[src/rtl/scheduler_divergent.sv]
// Purpose: per-core warp scheduler with a private PC per thread and minimum-PC reconvergence on divergence.
// Latency: 6 cycles per non-memory instruction (FETCH..UPDATE); current_pc/active_mask are registered outputs.
// Backpressure: holds in FETCH until the fetcher reports FETCHED, and in WAIT while any active thread's LSU is busy.
module scheduler_divergent #(
    parameter int THREADS_PER_BLOCK = 4,
    parameter int PC_BITS           = 8,
    parameter int TC_BITS           = $clog2(THREADS_PER_BLOCK + 1)
) (
    input  logic                                 i_clk,
    input  logic                                 i_reset,
    input  logic                                 i_start,
    input  logic [TC_BITS-1:0]                   i_thread_count,
    input  logic [2:0]                           i_fetcher_state,
    input  logic                                 i_decoded_ret,
    input  logic [2*THREADS_PER_BLOCK-1:0]       i_lsu_state,
    input  logic [PC_BITS*THREADS_PER_BLOCK-1:0] i_next_pc,
    output logic [PC_BITS-1:0]                   o_current_pc,
    output logic [THREADS_PER_BLOCK-1:0]         o_active_mask,
    output logic [2:0]                           o_core_state,
    output logic                                 o_done
);

    localparam logic [2:0] S_IDLE    = 3'b000;
    localparam logic [2:0] S_FETCH   = 3'b001;
    localparam logic [2:0] S_DECODE  = 3'b010;
    localparam logic [2:0] S_REQUEST = 3'b011;
    localparam logic [2:0] S_WAIT    = 3'b100;
    localparam logic [2:0] S_EXECUTE = 3'b101;
    localparam logic [2:0] S_UPDATE  = 3'b110;
    localparam logic [2:0] S_DONE    = 3'b111;

    localparam logic [2:0] FETCHED    = 3'b010;
    localparam logic [1:0] LSU_REQ    = 2'b01;
    localparam logic [1:0] LSU_WAIT   = 2'b10;

    logic [2:0]                   r_state;
    logic [2:0]                   w_state_nxt;
    logic [PC_BITS-1:0]           r_pc [THREADS_PER_BLOCK];
    logic [THREADS_PER_BLOCK-1:0] r_live;
    logic [PC_BITS-1:0]           r_current_pc;
    logic [THREADS_PER_BLOCK-1:0] r_active_mask;

    logic [THREADS_PER_BLOCK-1:0] w_start_live;
    logic                         w_lsu_busy;
    logic [PC_BITS-1:0]           w_pc_upd [THREADS_PER_BLOCK];
    logic [THREADS_PER_BLOCK-1:0] w_live_upd;
    logic [PC_BITS-1:0]           w_min_pc;
    logic [THREADS_PER_BLOCK-1:0] w_min_mask;
    logic                         w_any_live;

    // Threads enabled on start; indices beyond the block size never exist, so the compare saturates naturally.
    always_comb begin
        w_start_live = '0;
        for (int i = 0; i < THREADS_PER_BLOCK; i++) begin
            w_start_live[i] = (TC_BITS'(i) < i_thread_count);
        end
    end

    // Memory stall: only LSUs of threads issuing the current instruction can hold WAIT.
    always_comb begin
        w_lsu_busy = 1'b0;
        for (int i = 0; i < THREADS_PER_BLOCK; i++) begin
            if (r_active_mask[i] && (i_lsu_state[2*i +: 2] == LSU_REQ ||
                                     i_lsu_state[2*i +: 2] == LSU_WAIT)) begin
                w_lsu_busy = 1'b1;
            end
        end
    end

    // Post-UPDATE thread state: active threads retire on RET or take their computed next PC.
    always_comb begin
        w_live_upd = r_live;
        for (int i = 0; i < THREADS_PER_BLOCK; i++) begin
            w_pc_upd[i] = r_pc[i];
            if (r_active_mask[i]) begin
                if (i_decoded_ret) begin
                    w_live_upd[i] = 1'b0;
                end else begin
                    w_pc_upd[i] = i_next_pc[PC_BITS*i +: PC_BITS];
                end
            end
        end
    end

    // Reconvergence: the next issue group is every live thread sitting at the smallest live PC.
    always_comb begin
        w_min_pc   = '1;
        w_min_mask = '0;
        w_any_live = |w_live_upd;
        for (int i = 0; i < THREADS_PER_BLOCK; i++) begin
            if (w_live_upd[i] && (w_pc_upd[i] < w_min_pc)) begin
                w_min_pc = w_pc_upd[i];
            end
        end
        for (int i = 0; i < THREADS_PER_BLOCK; i++) begin
            w_min_mask[i] = w_live_upd[i] && (w_pc_upd[i] == w_min_pc);
        end
    end

    // State register.
    always_ff @(posedge i_clk or negedge i_reset) begin
        if (!i_reset) begin
            r_state <= S_IDLE;
        end else begin
            r_state <= w_state_nxt;
        end
    end

    // Next-state logic for the instruction cycle.
    always_comb begin
        w_state_nxt = r_state;
        case (r_state)
            S_IDLE: begin
                if (i_start) begin
                    w_state_nxt = (i_thread_count == '0) ? S_DONE : S_FETCH;
                end
            end
            S_FETCH: begin
                if (i_fetcher_state == FETCHED) begin
                    w_state_nxt = S_DECODE;
                end
            end
            S_DECODE:  w_state_nxt = S_REQUEST;
            S_REQUEST: w_state_nxt = S_WAIT;
            S_WAIT: begin
                if (!w_lsu_busy) begin
                    w_state_nxt = S_EXECUTE;
                end
            end
            S_EXECUTE: w_state_nxt = S_UPDATE;
            S_UPDATE:  w_state_nxt = w_any_live ? S_FETCH : S_DONE;
            default:   w_state_nxt = S_DONE;
        endcase
    end

    // Outputs decoded from state; done is simply "in DONE" so it rises with the state change.
    always_comb begin
        o_core_state  = r_state;
        o_done        = (r_state == S_DONE);
        o_current_pc  = r_current_pc;
        o_active_mask = r_active_mask;
    end

    // Per-thread PCs, live set and the issue PC/mask; these only move on IDLE exit and at the end of UPDATE.
    always_ff @(posedge i_clk or negedge i_reset) begin
        if (!i_reset) begin
            for (int i = 0; i < THREADS_PER_BLOCK; i++) begin
                r_pc[i] <= '0;
            end
            r_live        <= '0;
            r_current_pc  <= '0;
            r_active_mask <= '0;
        end else begin
            if (r_state == S_IDLE && i_start && i_thread_count != '0) begin
                for (int i = 0; i < THREADS_PER_BLOCK; i++) begin
                    r_pc[i] <= '0;
                end
                r_live        <= w_start_live;
                r_current_pc  <= '0;
                r_active_mask <= w_start_live;
            end else if (r_state == S_UPDATE) begin
                for (int i = 0; i < THREADS_PER_BLOCK; i++) begin
                    r_pc[i] <= w_pc_upd[i];
                end
                r_live <= w_live_upd;
                if (w_any_live) begin
                    r_current_pc  <= w_min_pc;
                    r_active_mask <= w_min_mask;
                end else begin
                    r_active_mask <= '0;
                end
            end
        end
    end

endmodule

[config.mk]
export PLATFORM = sky130hd
export DESIGN_NAME = scheduler_divergent
export DESIGN_NICKNAME = d
export VERILOG_FILES = /design/src/rtl/scheduler_divergent.sv
export SDC_FILE = /design/constraint.sdc
export NUM_CORES = 1
export LEC_CHECK = 0
export CORE_ASPECT_RATIO = 1.2
export CORE_MARGIN = 2
export CORE_UTILIZATION = 41
export CTS_BUF_LIST = sky130_fd_sc_hd__clkbuf_16
export DETAILED_ROUTE_END_ITERATION = 12
export PLACE_DENSITY = 0.72
export SETUP_SLACK_MARGIN = 0.2
export SYNTH_ARGS = -nofsm -noshare
export SYNTH_HDL_FRONTEND = slang
export SYNTH_SLANG_ARGS = --single-unit
[constraint.sdc]
create_clock -name i_clk -period 7.2 [get_ports i_clk]
set_input_delay 0.72 -clock i_clk [delete_from_list [all_inputs] [get_ports i_clk]]
set_output_delay 0.72 -clock i_clk [all_outputs]
set_load 0.05 [all_outputs]
# Word level (Yosys, flattened, before mapping)

Index checks and enable logic that the tools add are counted.

Bits in registers: 51
Logic and storage cells: 105
Output and inout port bits: 16
Input port bits: 50

Eq/ne operators: 23
$lt $le $gt $ge: 8
Muxes and demuxes: 40
Reductions and logical operators: 26

Operators with widths:

| operator                                                                    | count |
|---|---|
| 8-bit two-way mux                                                           | 15 |
| 32-bit two-way mux                                                          | 2 |
| 8-bit == test                                                               | 4 |
| 8-bit less-than comparator                                                  | 3 |
| 3-bit case mux with 7 select lines                                          | 1 |
| 4-bit two-way mux                                                           | 5 |
| 3-bit two-way mux                                                           | 5 |
| 1-bit logical AND                                                           | 14 |
| 3-bit == test, second input constant                                        | 4 |
| 1-bit two-way mux                                                           | 12 |
| 3-bit by 2-bit == test with 1-bit output, second input constant             | 3 |
| 2-bit by 1-bit == test with 1-bit output, second input constant             | 4 |
| 2-bit == test, second input constant                                        | 4 |
| 8-bit less-than comparator, second input constant                           | 1 |
| 3-bit logical NOT                                                           | 2 |
| 1-bit by 3-bit less-than comparator with 1-bit output, first input constant | 2 |
| 2-bit by 3-bit less-than comparator with 1-bit output, first input constant | 2 |
| 2-bit != test, second input constant                                        | 3 |
| 1-bit logical OR                                                            | 4 |
| 2-bit nonzero test                                                          | 2 |
| 4-bit OR reduction                                                          | 1 |
| 3-bit by 1-bit == test with 1-bit output, second input constant             | 1 |
| 3-bit AND reduction                                                         | 1 |
| 3-bit nonzero test                                                          | 1 |
| 2-bit AND reduction                                                         | 1 |

# Logic depth before layout (Yosys ltp)

Word-level depth: 19
Gate-level depth with buffers: 35

# Worst setup path before layout

OpenSTA, ideal clock, no wires.

Path kind: input to register
Start: input i_decoded_ret
End: register r_active_mask[2] (netlist: o_active_mask[2])
Arrival time: 7,567 ps
Setup slack: -470 ps
Setup time: 104 ps
Cell stages on the path: 30
Path through: buf_2 > nand2b_1 > buf_2 > mux2i_1 > and2_1 > ha_1 > and4_1 > a211oi_2 > o311ai_2 > nor2_2 > mux2_2 > ha_1 > nand4_1 > or2_2 > a21oi_1 > nand2_1 > o21a_2 > nand2_1 > buf_6 > mux2_2 > ha_1 > a211o_1 > a221o_1 > or3_1 > nor3_1 > nor3_2 > buf_4 > mux2i_1 > a221o_1 > o41ai_2

Longest elaborated chain between the ends: 19
Elaborated cells on any way between the ends: 34
Those cells by class: order compare (4); eq/ne (1); mux (23); reduce/logical (6)

Ends and longest elaborated chain:

| what                       | RTL line | RTL |
|---|---|---|
| from (decl)                | 14       | `input logic i_decoded_ret,` |
| 8-bit two-way mux          | 76       | `if (i_decoded_ret) begin` |
| 8-bit two-way mux          | 75       | `if (r_active_mask[i]) begin` |
| 8-bit less-than comparator | 91       | `if (w_live_upd[i] && (w_pc_upd[i] < w_min_pc)) begin` |
| 1-bit logical AND          | 91       |  |
| 8-bit two-way mux          | 91       |  |
| 8-bit less-than comparator | 91       |  |
| 1-bit logical AND          | 91       |  |
| 8-bit two-way mux          | 91       |  |
| [... 3 more ...]           | --       |  |
| 8-bit less-than comparator | 91       |  |
| 1-bit logical AND          | 91       |  |
| 8-bit two-way mux          | 91       |  |
| 8-bit == test              | 96       | `w_min_mask[i] = w_live_upd[i] && (w_pc_upd[i] == w_min_pc);` |
| 1-bit logical AND          | 96       |  |
| 4-bit two-way mux *        | 166      | `if (w_any_live) begin` |
| 4-bit two-way mux *        | 161      | `end else if (r_state == S_UPDATE) begin` |
| 4-bit two-way mux *        | 154      | `if (r_state == S_IDLE && i_start && i_thread_count != '0) begin` |
| to (signal assigned)       | 160      | `r_active_mask <= w_start_live;` |
| to (signal assigned)       | 168      | `r_active_mask <= w_min_mask;` |
| to (decl)                  | 41       | `logic [THREADS_PER_BLOCK-1:0] r_active_mask;` |

Every way passes the cells marked *; elsewhere a longest branch is shown, timed or not. The select of a mux whose other input is x is not followed.
A chain may end at the register's enable or synchronous reset.

# Worst setup path after layout

Start: input i_decoded_ret
End: register r_active_mask[1] (netlist: o_active_mask[1])

Same word-level chain as after synthesis.

==> impl_metrics.yaml <==
power:
  power_uw: 3910
  p_int_uw: 2070
  combPwrFrac: 0.815
  power_density_mw_per_mm2: 602
  clkPwrFrac: 0.062
  p_sw_uw: 1840
  total_leakage_power_uw: 0.00296
  seq_power_share: 0.123
  vdd_ir_drop_max_v: 0.000300
  p_sw_frac: 0.470
yosys:
  ys_seq_area_frac: 0.297
  ys_async_sr_fraction: 1.00
  ys.flop_type: "dfrtp_1"
  syn_inst: 481
  ys_warn_count: 0
  synth_edf_count: 0
  synth_top_cell_by_area: "dfrtp_1"
  netlist_area_mm2: 0.00429
  ys_types: 70
  synth_nets: 551
  synth-seq-cells: 51
  yosys-top-cells-area: "dfrtp_1 30%, mux2i_1 6.8%, xnor2_1 6.1%"
  synth_top_area_frac: 0.297
  avgSynthCellArea_um2: 8.92
floorplan:
  start_util: 0.424
  core-area_mm2: 0.0101
  die_x_um: 97.4
  die-area_mm2: 0.0113
  ios: 66
  rows: 40
  die_h_um: 116
placed_design:
  portBuffers: 65
  dp_hpwl_mm: 11.8
  placed_cells: 752
  place_congestion: 0.959
critical_path:
  crit_path_top_delay_cell: "a2111o_1"
  regToRegEndpoint: "o_active_mask[1]$_DFFE_PN0P_"
  crit_buf_inv: 5
  critical_path_required_ns: 7.43
  r2r_slack_ns: 0.32
  worstRegToRegCells: 32
  critPathKind: "in2reg"
  crit_path_frequent_cell: "buf_6"
  arrival_ns: 7.24
  start_kind: "input port"
  timing.rr.start: "o_active_mask[0]$_DFFE_PN0P_"
  crit_family: "simple AND/OR/NAND/NOR gates"
  crit_path_start: "i_decoded_ret"
  worstSetupEndpointType: "flop"
  slowest_delay_ns: 0.41
  path_max_fanout: 7
clocking:
  cts_tree: "built"
  clockBufferDepth: 2
  h-tree-depth: 2
  cts_sinks: 51
  numCtsBuffers: 5
  worstSkewPairLatency_ns: 0.30
  clock-root-buffer: "clkbuf_16"
  cts_hold_buf: 0
  path_clk_slew_ns: 0.07
run:
  cap_violations: 0
timing:
  slew_headroom: 0.278
  final-max-slew-violation-count: 0
  worst_pin_slew_ns: 1.08
  post-route-period-util: 0.973
  fmax_mhz: 143
  hold_violations: 0
  rsz0062_at_grt: "true"
  setup_viol: 0
  finClkSkew_ns: 0.00826
  fin_crit_ns: 7.01
routing:
  first_pass_iters: 5
  num_vias: 4587
  wl_per_cell_um: 20.1
  drtAntennaViolNets: 0
  drt-total-wl_mm: 15.7
  drc: 0
  drtIter0Drc: 278
  vias_per_cell: 5.87
layout:
  diodes: 0
  nets: 725
  drive_above_1_share: 0.337
  fillers: 850
  final_cells: 782
  syn_to_final_growth_pct: 51.4
hold_path:
  worstHoldStart: "r_pc[15]$_DFFE_PN0P_"
  holdCritPathClass: "reg2reg"
  hold_end: "r_pc[15]$_DFFE_PN0P_"
  hold_depth: 2
grt:
  grt_max_degree: 57
  grt_pass1_wl_mm: 24.1
  antenna_found_initial: 0
  grt-ovfl-total: 0
  grt_pass1_vias: 4600
  grt.total_usage: 0.274
status:
  status: "finished clean"
## cells in the final DEF (no fill, tap or decap), drive strengths merged, types with 6 or more instances in the layout
cell type,Yosys,final
a211oi,6,6
xor2,9,9
clkbuf,13,9
o21ai,51,51
clkdlybuf4s50,0,55
nor3,7,7
nand2,23,23
nand4,12,12
mux2,14,14
a21o,7,7
mux2i,34,34
inv,26,27
dfrtp,51,51
buf,9,126
nor2,25,25
nand3,39,39
a21oi,20,20
o31ai,8,8
xnor2,30,30
and2,9,9
ha,20,20
a22o,6,6
## synth_stat cells (3+ instances only)
cell type,count
buf_2,3
mux2_2,11
nor2_1,24
clkbuf_1,13
o21ai_0,49
and2_1,9
a22oi_1,3
buf_6,3
ha_1,20
mux2_4,3
nand3_1,39
mux2i_1,29
dfrtp_1,51
nor3_1,6
xnor2_1,30
nand4_1,12
mux2i_2,3
o31ai_1,8
a21oi_1,20
xor2_1,9
nand2_1,23
inv_1,26
a21boi_0,4
nand2b_1,5
a211oi_1,5
nor4_1,3
a22o_1,6
a21o_1,7
a221o_1,3
## tightest hold or removal path, cell delays in order (launching register included)
cell     delay, ns
dfrtp_1       0.34
nand3_1       0.06
o21ai_0       0.06
## worst max path at each step
stage,cells after the start,endpoint
after floorplan,30,o_active_mask[2]$_DFFE_PN0P_
after global placement,28,o_active_mask[0]$_DFFE_PN0P_
after detailed placement,29,o_active_mask[2]$_DFFE_PN0P_
after CTS,30,o_active_mask[2]$_DFFE_PN0P_
after global routing,33,o_active_mask[1]$_DFFE_PN0P_
final,33,o_active_mask[1]$_DFFE_PN0P_
## what timing repair did
item | 4_1_cts | 5_1_grt
pin swaps | 22 | 30
endpoints found under the hold margin | 0 | 0
resized for setup | 28 | 53
setup buffers | 16 | 6
setup endpoints to repair | 12 | 8
## area by class of cell
class	instances	area, µm²	share of cell area
multi-input cells	382	3210	0.494
inverters	26	97.6	0.0150
flip-flops and latches	51	1280	0.196
repair buffers	189	1610	0.248
well taps	126	158	0.0243
clock buffers	5	125	0.0193
clock inverters	3	18.8	0.00289
## sequential cells by signal, indices dropped and copies added (netlist names)
| name | count |
|---|---|
| o_core_state | 3 |
| o_current_pc | 8 |
| o_active_mask | 4 |
| r_pc | 32 |
| r_live | 4 |
## logic make-up after synthesis
family                     count (synthesis)  share of synthesized area
and+or+nand+nor                          136                      0.161
adders and majority gates                 20                     0.0583
DFF                                       51                      0.297
AOI/OAI and AO/OA                        139                      0.227
xor gates and xnor gates                  39                     0.0796
muxes                                     48                      0.127
buffers and inverters                     48                     0.0490
## through the flow
stage | instance area [µm²] | hold WS (ns) | setup slack [ns] | utilization | setup TNS [ns]
finish | 6490 | 0.500 | 0.192 | 0.642 | 0
floorplan | 4490 | 0.424 | 0.200 | - | 0
CTS | 6300 | 0.502 | 0.242 | 0.623 | 0
global route | 6490 | 0.534 | -0.0233 | 0.642 | -0.0383
global placement | 5930 | 0.461 | -0.733 | 0.586 | -5.59
detailed placement | 5930 | 0.485 | -0.911 | 0.586 | -7.78
## per-layer routing
metal | vias up | track usage | wire length (µm)
met5 | - | 0 | 0
met4 | 0 | 0.147 | 775
met3 | 55 | 0.0356 | 828
met2 | 206 | 0.505 | 8070
met1 | 2195 | 0.308 | 6070
li1 | 2131 | - | -
## power by group through the flow
stage	clock network [µW]	registers (µW)	logic [µW]
4_1_cts	247	474	2910
3_5_place_dp	0	477	2680
3_3_place_gp	0	473	2630
6_report	243	479	3190
2_1_floorplan	0	551	1570
5_1_grt	258	490	3390
Power figures use the tool's default switching activity.
